File: src/rtl/pipe_pkg.sv
// rtl/pipe_pkg.sv - shared sizes and BHT counter encodings for the branch resolve slice
package pipe_pkg;

  localparam int BHT_DEPTH = 16;
  localparam int IDX_W     = 4;
  localparam int PC_W      = 8;
  localparam int CNT_W     = 16;

  typedef enum logic [1:0] {
    BHT_SNT = 2'b00,
    BHT_WNT = 2'b01,
    BHT_WT  = 2'b10,
    BHT_ST  = 2'b11
  } bht_state_e;

  localparam logic [CNT_W-1:0] CNT_MAX = '1;

endpackage

File: src/rtl/sat_counter2.sv
// rtl/sat_counter2.sv - 2-bit saturating branch history counter step
module sat_counter2
  import pipe_pkg::*;
(
  input  bht_state_e state,
  input  logic       taken,
  output bht_state_e next_state
);

  always_comb begin
    next_state = state;
    if (taken) begin
      if (state != BHT_ST) next_state = bht_state_e'(state + 2'b01);
    end else begin
      if (state != BHT_SNT) next_state = bht_state_e'(state - 2'b01);
    end
  end

endmodule

File: src/rtl/mem_branch_resolve.sv
// rtl/mem_branch_resolve.sv - MEM-stage branch resolution: BHT training, flush/redirect, stats
module mem_branch_resolve
  import pipe_pkg::*;
(
  input  logic             clk,
  input  logic             reset,
  input  logic             branch_mem,
  input  logic             taken_mem,
  input  logic             prediction_mem,
  input  logic [PC_W-1:0]  pc_mem,
  input  logic [PC_W-1:0]  pc_plus_mem,
  input  logic [PC_W-1:0]  pc_branch_mem,
  input  logic             stall_mem,
  input  logic [PC_W-1:0]  fetch_pc,
  output logic             predict_taken,
  output logic             flush_out,
  output logic [PC_W-1:0]  redirect_pc,
  output logic [CNT_W-1:0] branch_cnt,
  output logic [CNT_W-1:0] mispredict_cnt
);

  logic [BHT_DEPTH-1:0][1:0] bht_q, bht_d;
  logic                      flush_q, flush_d;
  logic [PC_W-1:0]           redirect_q, redirect_d;
  logic [CNT_W-1:0]          branch_cnt_q, branch_cnt_d;
  logic [CNT_W-1:0]          mispredict_cnt_q, mispredict_cnt_d;

  logic             resolve;
  logic             mispredict;
  logic [IDX_W-1:0] upd_idx;
  bht_state_e       cur_state;
  bht_state_e       nxt_state;
  logic             unused_pc_bits;

  assign unused_pc_bits = ^{pc_mem[PC_W-1:IDX_W], fetch_pc[PC_W-1:IDX_W]};

  // The slot behind a pending flush is wrong-path, so it never resolves.
  assign resolve    = branch_mem & ~stall_mem & ~flush_q;
  assign mispredict = resolve & (taken_mem != prediction_mem);
  assign upd_idx    = pc_mem[IDX_W-1:0];
  assign cur_state  = bht_state_e'(bht_q[upd_idx]);

  sat_counter2 u_sat_counter2 (
    .state      (cur_state),
    .taken      (taken_mem),
    .next_state (nxt_state)
  );

  // Reads the registered table, so a same-cycle update is seen only next cycle.
  assign predict_taken = bht_q[fetch_pc[IDX_W-1:0]][1];

  always_comb begin
    bht_d            = bht_q;
    flush_d          = mispredict;
    redirect_d       = redirect_q;
    branch_cnt_d     = branch_cnt_q;
    mispredict_cnt_d = mispredict_cnt_q;
    if (resolve) begin
      bht_d[upd_idx] = nxt_state;
      if (branch_cnt_q != CNT_MAX) branch_cnt_d = branch_cnt_q + 1'b1;
    end
    if (mispredict) begin
      redirect_d = taken_mem ? pc_branch_mem : pc_plus_mem;
      if (mispredict_cnt_q != CNT_MAX) mispredict_cnt_d = mispredict_cnt_q + 1'b1;
    end
  end

  always_ff @(posedge clk) begin
    if (!reset) begin
      for (int i = 0; i < BHT_DEPTH; i++) bht_q[i] <= BHT_WNT;
      flush_q          <= 1'b0;
      redirect_q       <= '0;
      branch_cnt_q     <= '0;
      mispredict_cnt_q <= '0;
    end else begin
      bht_q            <= bht_d;
      flush_q          <= flush_d;
      redirect_q       <= redirect_d;
      branch_cnt_q     <= branch_cnt_d;
      mispredict_cnt_q <= mispredict_cnt_d;
    end
  end

  assign flush_out      = flush_q;
  assign redirect_pc    = redirect_q;
  assign branch_cnt     = branch_cnt_q;
  assign mispredict_cnt = mispredict_cnt_q;

endmodule

File: config.mk
export PLATFORM = sky130hd
export DESIGN_NAME = mem_branch_resolve
export DESIGN_NICKNAME = d
export VERILOG_FILES = /design/src/rtl/pipe_pkg.sv /design/src/rtl/sat_counter2.sv /design/src/rtl/mem_branch_resolve.sv
export SDC_FILE = /design/constraint.sdc
export NUM_CORES = 1
export LEC_CHECK = 0
export BUFFER_PORTS_ARGS = -buffer_cell sky130_fd_sc_hd__buf_2
export CORE_MARGIN = 4
export CORE_UTILIZATION = 56
export CTS_BUF_LIST = sky130_fd_sc_hd__clkbuf_4 sky130_fd_sc_hd__clkbuf_8
export CTS_CLUSTER_SIZE = 30
export DETAILED_ROUTE_END_ITERATION = 10
export PLACE_DENSITY = 0.82
export SYNTH_ARGS = -nofsm -noshare
export SYNTH_HDL_FRONTEND = slang
export SYNTH_SLANG_ARGS = --single-unit
File: constraint.sdc
create_clock -name clk -period 2.5 [get_ports clk]
set_input_delay 0 -clock clk [delete_from_list [all_inputs] [get_ports clk]]
set_output_delay 0 -clock clk [all_outputs]
set_load 0.05 [all_outputs]
* After elaboration in Yosys (flattened, before gate mapping)
Index checks and enable logic that the tools add are counted.
** Storage, ports and cells
- Register bits after elaboration :: 73
- Input port bits :: 38
- Word-level logic and storage cells :: 51
** Cells by class
- $add $sub $neg :: 4
- Magnitude comparators :: 3
- Equal/unequal tests :: 4
- Muxes and demuxes :: 11
- Bitwise operators :: 5
- Reductions and logical operators :: 4
** Operators with widths (count)
- adder 16 x 1 -> 16 bit (second input constant) :: 2
- bitwise mux 32 bit :: 1
- inequality test 16 bit (second input constant) :: 2
- binary-select mux 2 bit (select 4 bit) :: 2
- 2-to-1 mux 2 bit :: 6
- < comparator 4 x 5 -> 1 bit (second input constant) :: 2
- demux 2 bit (select 4 bit) :: 1
- 2-to-1 mux 8 bit :: 1
- greater-or-equal comparator 4 x 1 -> 1 bit (second input constant) :: 1
- AND reduction 2 bit :: 2
- AND 1 bit :: 3
- adder 2 x 1 -> 2 bit (second input constant) :: 1
- inequality test 2 bit (second input constant) :: 1
- NOT 1 bit :: 2
- nonzero test 2 bit :: 1
- subtractor 2 x 1 -> 2 bit (second input constant) :: 1
- logical AND 1 bit :: 1
- inequality test 1 bit :: 1

* Longest topological paths before layout
Gate-level depths: netlist of run 1.
- Depth after elaboration :: 6
- Mapped depth :: 8
- Depth with buffers taken out :: 7

* Cells and area by module
A second synthesis of run 1 with hierarchy kept.
** Second synthesis, totals
- Cells, all modules :: 385
- Area, all modules :: 3699.8 sq um
** Modules (own cells, without submodules)
- mem_branch_resolve :: times used 1, cells each 382, area each 3673.5 sq um, sequential area each 1461.4 sq um
- sat_counter2 :: times used 1, cells each 3, area each 26.3 sq um, sequential area each 0.0 sq um

* Worst setup path before layout of run 1
OpenSTA, ideal clock, no wires.
- Path type :: register -> register
- Start :: reg mispredict_cnt_q[8] (netlist: mispredict_cnt[8])
- End :: reg mispredict_cnt_q[3] (netlist: mispredict_cnt[3])
- Arrival :: 1966 ps
- Required time :: 2385 ps
- Setup slack :: 419 ps
- Cell stages (with the launch flop) :: 8
- Period minus slack after synthesis :: 2081 ps
- Cell sequence :: dfxtp_1 and3_1 and3_1 clkbuf_1 a31oi_1 nand4_1 xnor2_1 and2_1
** On the way
- Word-level cells in the longest chain between the ends :: 2
** Ends and longest elaborated chain
- start, declared :: line mem_branch_resolve.sv:26 : logic [CNT_W-1:0] mispredict_cnt_q, mispredict_cnt_d;
- start signal, assigned :: line mem_branch_resolve.sv:80 : mispredict_cnt_q <= mispredict_cnt_d;
- inequality test 16 bit :: line mem_branch_resolve.sv:64 : if (mispredict_cnt_q != CNT_MAX) mispredict_cnt_d = mispredict_cnt_q + 1'b1;
- AND reduction 2 bit (no source line)
Every way passes these cells.
A chain may end at the register's enable or synchronous reset.

* Final worst setup path of run 1
- Start :: reg mispredict_cnt_q[0] (netlist: mispredict_cnt[0])
- End :: reg mispredict_cnt_q[3] (netlist: mispredict_cnt[3])
** On the way
- Word-level cells in the longest chain between the ends :: 2
- Elaborated cells on any way between the ends :: 3
- Those cells by class :: add/sub: 1; eq/ne: 1; reduce/logical: 1
** Ends and longest elaborated chain
- branches (longest 2 deep; another with adder 16 x 1 -> 16 bit)
Several ways; the timed one is not identified.

==> results of run 1 <==
[cell type report]
| type | instances | area (um^2) |
|---|---|---|
| clock inverters | 4 | 27.5 |
| well taps | 77 | 96.3 |
| fillers | 516 | 2100 |
| multi-input cells | 296 | 2120 |
| inverters | 7 | 26.3 |
| repair buffers | 74 | 390 |
| flip-flops and latches | 73 | 1460 |
| clock buffers | 12 | 159 |
[synth_stat cells, types with 3 or more instances]
cell	count
nor3b_1	16
o211a_1	8
a31oi_1	11
and4_1	4
nand4_1	13
dfxtp_1	73
xnor2_1	15
and3_1	6
o21ai_0	3
a21oi_1	11
mux4_2	9
nand3_1	18
nand2_1	47
mux2i_1	28
clkbuf_1	14
and2_1	22
buf_2	3
o22ai_1	6
xor2_1	13
nor3_1	5
or3_1	4
inv_1	6
nor2b_1	12
nor2_1	16
[power groups by stage]
stage	sequential [uW]	combinational, uW	clock [uW]
floorplan	1260	135	0
global placement	1220	237	0
detailed placement	1220	242	0
CTS	1190	243	868
global route	1200	262	925
finish	1190	243	850
[metal layers]
layer / wire length [um] / track usage, % / share of wire, %
met5: 0 / 0 / 0
met4: 148 / 8.53 / 1.8
met3: 454 / 4.06 / 5.6
met2: 3990 / 35.9 / 49
met1: 3470 / 25.8 / 43
[sequential cells by signal (all words and copies together) (netlist names)]
signal	cells
bht_q	32
branch_cnt	16
flush_out	1
mispredict_cnt	16
redirect_pc	8
[cells in the final DEF (no fill, tap or decap), types with 13 or more instances in the layout]
cell / n
nor2_1: 16
mux2i_1: 28
nand4_1: 13
nand2_1: 47
xor2_1: 13
nand3_1: 18
xnor2_1: 15
dfxtp_1: 73
nor3b_1: 16
and2_1: 22
buf_2: 71
[kinds of logic after synthesis]
group                      synth area share, %
and+or+nand+nor                           25.4
buffers and inverters                     3.24
adders and majority gates                 1.28
DFF                                       39.4
xor gates and xnor gates                  6.62
muxes                                     13.7
AOI/OAI and AO/OA                         10.3
[how the worst max path moves through the flow]
stage	from	endpoint	slack [ns]
floorplan	mispredict_cnt[8]$_SDFFE_PN0P_	mispredict_cnt[3]$_SDFFE_PN0P_	0.42
global placement	pc_mem[1]	bht_q[26]$_SDFFE_PN1P_	0.54
detailed placement	pc_mem[1]	bht_q[10]$_SDFFE_PN1P_	0.43
CTS	mispredict_cnt[0]$_SDFFE_PN0P_	mispredict_cnt[3]$_SDFFE_PN0P_	0.57
global route	branch_cnt[11]$_SDFFE_PN0P_	branch_cnt[4]$_SDFFE_PN0P_	0.40
finish	mispredict_cnt[0]$_SDFFE_PN0P_	mispredict_cnt[3]$_SDFFE_PN0P_	0.56
[critical path: stages, from the launching register on]
cell and delay [ns]:
dfxtp_1 0.38, ha_1 0.27, nand2_1 0.14, nor2_1 0.09
a31oi_1 0.47, nand4_1 0.19, xnor2_1 0.15, and2_1 0.15
[stage by stage]
step / power, uW / cells / util, %
after floorplan: 1390 / 396 / -
after global placement: 1460 / 527 / 64.2
after detailed placement: 1460 / 527 / 64.2
after CTS: 2300 / 543 / 67.1
after global routing: 2380 / 543 / 67.1
final: 2290 / 543 / 67.1
==> results by group, run 1 <==
Run status
  – Status: completed

Yosys
  – Leading area contributor after synthesis: dfxtp_1
  – Post-synth top flop: dfxtp_1
  – Mapped Area: 3700 um^2
  – Ranking of synthesized cells by area: dfxtp_1, mux2i_1, mux4_2, nand2_1, and2_1
  – #FFs+latches synth: 73
  – Synth warn: 0
  – Synth cell types: 51
  – Area share of the leading cell type in the synthesized netlist: 39.4%
  – Register area share after synthesis: 39.4%
  – Fraction of registers with async set/reset: 0%
  – EDFF count, synth: 0
  – Post-synthesis area per instance: 9.36 um^2
  – Syn_nets: 436
  – Syn Inst Count: 396

Critical path
  – Setup crit end kind: flip-flop
  – R2R depth: 7
  – RR Endpoint: mispredict_cnt[3]$_SDFFE_PN0P_
  – Worst Path Required: roughly 2.7 ns
  – R2R setup slack: 0.56 ns
  – WP data arrival: 2.17 ns
  – CP Class: reg -> reg
  – Worst reg2reg path startpoint: mispredict_cnt[0]$_SDFFE_PN0P_
  – CP max FO: 6
  – Startpoint Class: flip-flop

Min path
  – Worst Hold End: redirect_pc[0]$_SDFFE_PN0P_
  – Worst Min Path Start: pc_plus_mem[0]
  – Hold Path Cell Cnt: 4
  – Hold Crit Class: in -> reg

STA
  – Crit path setup slack, layout: 0.563 ns
  – Tmin final: 1.94 ns
  – Hold Vio Cnt, Final: 0
  – RSZ-0062 raised after global routing: false
  – Tcrit/Tclk final: a little under 80%
  – Max-slew violation count: 0
  – Hold_ws: 0.00922 ns
  – Setup TNS: 0 ns
  – Worst Tran Pin Value: between 0.6 and 0.7 ns
  – Final setup violation count: 0
  – Slew headroom: between 50% and 60%
  – Fmax: just over 500 MHz
  – Worst clock skew: 0.00674 ns

Global routing
  – Number of global-route vias before repair: 2982
  – Total congestion overflow: 0
  – Initial antenna violation count: 0
  – Pin count of the biggest net entering global routing: 53
  – Global-route wire length before repair: 13300 um
  – Global Route Usage Sum: a little over a fifth

Power
  – Switching Fraction: 26.0%
  – Leak Pwr: about 0.0018 uW
  – Gate power share: 10.6%
  – PD cells: 533 nW/um^2
  – Clock power frac: 37.2%
  – Sw power: 594 uW
  – Sequential share of power: a little over half
  – Internal power: around 1700 uW
  – Peak supply drop: 0.459 mV

Floorplan
  – Row count: 29
  – Die area: ~8000 um^2
  – Ports: 80
  – Initial core utilization: around 58%
  – Die width: 89.3 um
  – DIE HEIGHT: 89.3 um
  – Core area: 6390 um^2

Place
  – Hpwl dp: 6000 um
  – Placer Congestion: 0.844
  – Post-Place Cell Area: just over 4000 um^2
  – IO Port Bufs: between 70 and 80
  – Pre-CTS setup slack: 0.429 ns

Finish
  – Fraction of layout cells with a size suffix above 1: 23.4%
  – Design Area, Final: about 4300 um^2
  – Final #Nets: 501
  – Layout area overhead: 15.6%
  – Antenna diodes: 0

CTS
  – TritonCTS Buffers: 9
  – Hold_buf cts: 0
  – Clk sink count: 73
  – Clk root buf: clkbuf_8
  – Setup Buffers After CTS: 0
  – CTS tree: done
  – Clock-pin slew on the worst setup and hold paths: roughly 0.08 ns
  – CTS Buffer Depth: 2
  – H-tree depth: 3
  – CTS resizes: 0
  – Clock Latency Late Sink: 0.33 ns

Drt
  – Drt total wl: between 8000 and 9000 um
  – WL/cell: 14.8 um
  – Routed via count: slightly above 3000
  – Via density: 5.71
  – # DRC: 0
  – DRT antenna net count: 0
  – DRT iter0 DRCs: 182
  – First-pass DRT Iterations: 4

Job
  – Max-cap violations: 0
Note: power is estimated with default switching activity, not from simulation.
==> inputs of run 2 (changes only) <==
==> constraint.sdc (replaced) <==
create_clock -name clk -period 1.8 [get_ports clk]
set_input_delay 0 -clock clk [delete_from_list [all_inputs] [get_ports clk]]
set_output_delay 0 -clock clk [all_outputs]
set_load 0.05 [all_outputs]
==> run 2 against run 1 <==
Against the previous run: clock-buffer cell count is 1 higher; first-iteration DRC count grew 33%; sequential power up 39%; combinational power rose by 79%; power increased by 49%; the flow now finishes with violations (negative setup slack); final area rose by 13%; clock power rose by 54%; critical path type unchanged; critical path depth did not move; sequential cell count unchanged; final cell count increased by 7.6%; sequential share of layout area shrank 2.8 points; critical endpoint is now bht_q[6]$_SDFFE_PN1P_; die area did not move.
==> results by group, run 2 (synthesized netlist as in run 1, its figures left out) <==
Critical path
  – Setup crit end kind: flip-flop
  – Worst Path Required: 2.03 ns
  – Worst reg2reg path startpoint: bht_q[31]$_SDFFE_PN0P_
  – Critical path's slowest cell: dfxtp_2
  – Cell repeated most along the worst path: buf_4
  – Startpoint Class: flip-flop
  – WP data arrival: 2.12 ns
  – CP Class: reg -> reg
  – Buf/Inv on CP: 2
  – Crit. Startpoint: bht_q[31]$_SDFFE_PN0P_
  – CP max FO: 5
  – Crit path cell chain: buf_4 > mux2_2 > o211ai_1 > o21ai_0 > a211oi_4 > buf_4 > a21oi_1
  – Top cell family by delay on the critical path: compound AO/OA/AOI/OAI gates
  – Slowest cell delay on critical path: 0.33 ns

Global routing
  – Initial antenna violation count: 0
  – Global Route Usage Sum: 23.3%
  – Number of global-route vias before repair: ~3100
  – Total congestion overflow: 0
  – Pin count of the biggest net entering global routing: 56
  – Global-route wire length before repair: 14400 um

Finish
  – Most frequent cells in the layout: buf_2, nand2_1, dfxtp_1
  – Fin util: approximately three quarters
  – Antenna diodes: 0
  – Most common cell after layout, fill and taps aside: buf_2
  – Most flops, register: bht_q
  – Layout Cells excl Fill: 584
  – Max FFs per register: 32
  – Fraction of layout cells with a size suffix above 1: 39.8%
  – Layout area overhead: 30.8%
  – Final #Nets: 542

CTS
  – Clock-pin slew on the worst setup and hold paths: 0.07 ns
  – H-tree depth: 3
  – CTS tree: done
  – CTS Buffer Depth: 2
  – Clock Latency Late Sink: 0.35 ns
  – Clk sink count: 73
  – Clk root buf: clkbuf_8
  – TritonCTS Buffers: 9

Place
  – Hpwl dp: approximately 6400 um
  – Placed Cells: 544
  – Placer Congestion: 0.854
  – IO Port Bufs: between 70 and 80

Floorplan
  – DIE HEIGHT: 89.3 um
  – Initial core utilization: 58.0%
  – Die area: 7980 um^2
  – Ports: 80
  – Die width: 89.3 um
  – Core area: roughly 6400 um^2
  – Row count: 29

Power
  – Gate power share: 12.8%
  – Sw power: 866 uW
  – Internal power: roughly 2500 uW
  – Clock power frac: roughly two fifths
  – Peak supply drop: around 0.67 mV
  – Sequential share of power: 48.6%
  – Switching Fraction: about a quarter
  – Leak Pwr: 0.00207 uW
  – PD cells: about 700 nW/um^2
  – Design Power: ~3400 uW

STA
  – Max-slew violation count: 0
  – Tmin final: 1.89 ns
  – Crit path setup slack, layout: -0.0900 ns
  – Worst Tran Pin Value: 0.444 ns
  – Worst clock skew: between 0.007 and 0.008 ns
  – Hold Vio Cnt, Final: 0
  – Tcrit/Tclk final: 105%
  – Slew headroom: a little over two thirds
  – Final setup violation count: 17
  – RSZ-0062 raised after global routing: true
  – Fmax: 529 MHz

Drt
  – Routed via count: 3431
  – Via density: 5.88
  – First-pass DRT Iterations: 4
  – Drt total wl: 9790 um
  – WL/cell: 16.8 um
  – # DRC: 0
  – DRT iter0 DRCs: 242
  – DRT antenna net count: 0

Run status
  – Failing checks: negative setup slack
  – Status: finished with violations

Min path
  – Worst Min Path Start: pc_branch_mem[5]
  – Hold Crit Class: in -> reg

Job
  – Max-cap violations: 0
run 2: cell type report:
class | count | area [um^2]
fillers | 436 | 1540
clock buffers | 13 | 160
clock inverters | 3 | 40.0
inverters | 7 | 26.3
repair buffers | 115 | 752
flip-flops and latches | 73 | 1520
well taps | 77 | 96.3
multi-input cells | 296 | 2250
run 2: power by group through the flow:
stage,Clock (uW),Sequential (uW),Combinational [uW]
after floorplan,0,1750,189
after global placement,0,1690,356
after detailed placement,0,1690,365
after CTS,1320,1650,394
after global routing,1410,1660,463
final,1310,1650,435
run 2: repair_timing:
action,in CTS,in global routing
buffers inserted,3,10
gates resized for setup,11,32
pin swaps,7,13
endpoints found under the setup margin,18,43
hold buffers,11,0
endpoints found under the hold margin,6,0
run 2: metal layers:
metal | GRT usage [%] | vias up | wire length (um)
met2 | 38.3 | 152 | 4800
li1 | - | 1641 | -
met1 | 29.6 | 1612 | 3940
met3 | 4.42 | 26 | 769
met4 | 10.7 | 0 | 281
met5 | 0 | - | 0
run 2: metrics by stage:
step / area [um^2] / TNS [ns] / setup WS (ns) / hold WS (ns)
after floorplan: 3780 / -0.254 / -0.0757 / 0.235
after global placement: 4300 / -0.0564 / -0.0348 / 0.346
after detailed placement: 4300 / -0.651 / -0.0730 / 0.350
after CTS: 4670 / -0.186 / -0.0554 / 0.0101
after global routing: 4840 / -2.84 / -0.181 / 0.0544
final: 4840 / -1.19 / -0.0900 / 0.0247
run 2: worst min-delay path, cell delays in order:
cell	delay, ns
buf_2	0.08
mux2i_1	0.06
nand2_1	0.07
o211a_1	0.14
run 2: worst paths after layout:
kind                                               endpoint  slack, ns  cells after the start
worst max-delay path                  bht_q[6]$_SDFFE_PN1P_      -0.09                      7
worst min-delay path            redirect_pc[5]$_SDFFE_PN0P_       0.02                      4
worst max register to register        bht_q[6]$_SDFFE_PN1P_      -0.09                      7
worst min register to register       bht_q[23]$_SDFFE_PN0P_       0.47                      2
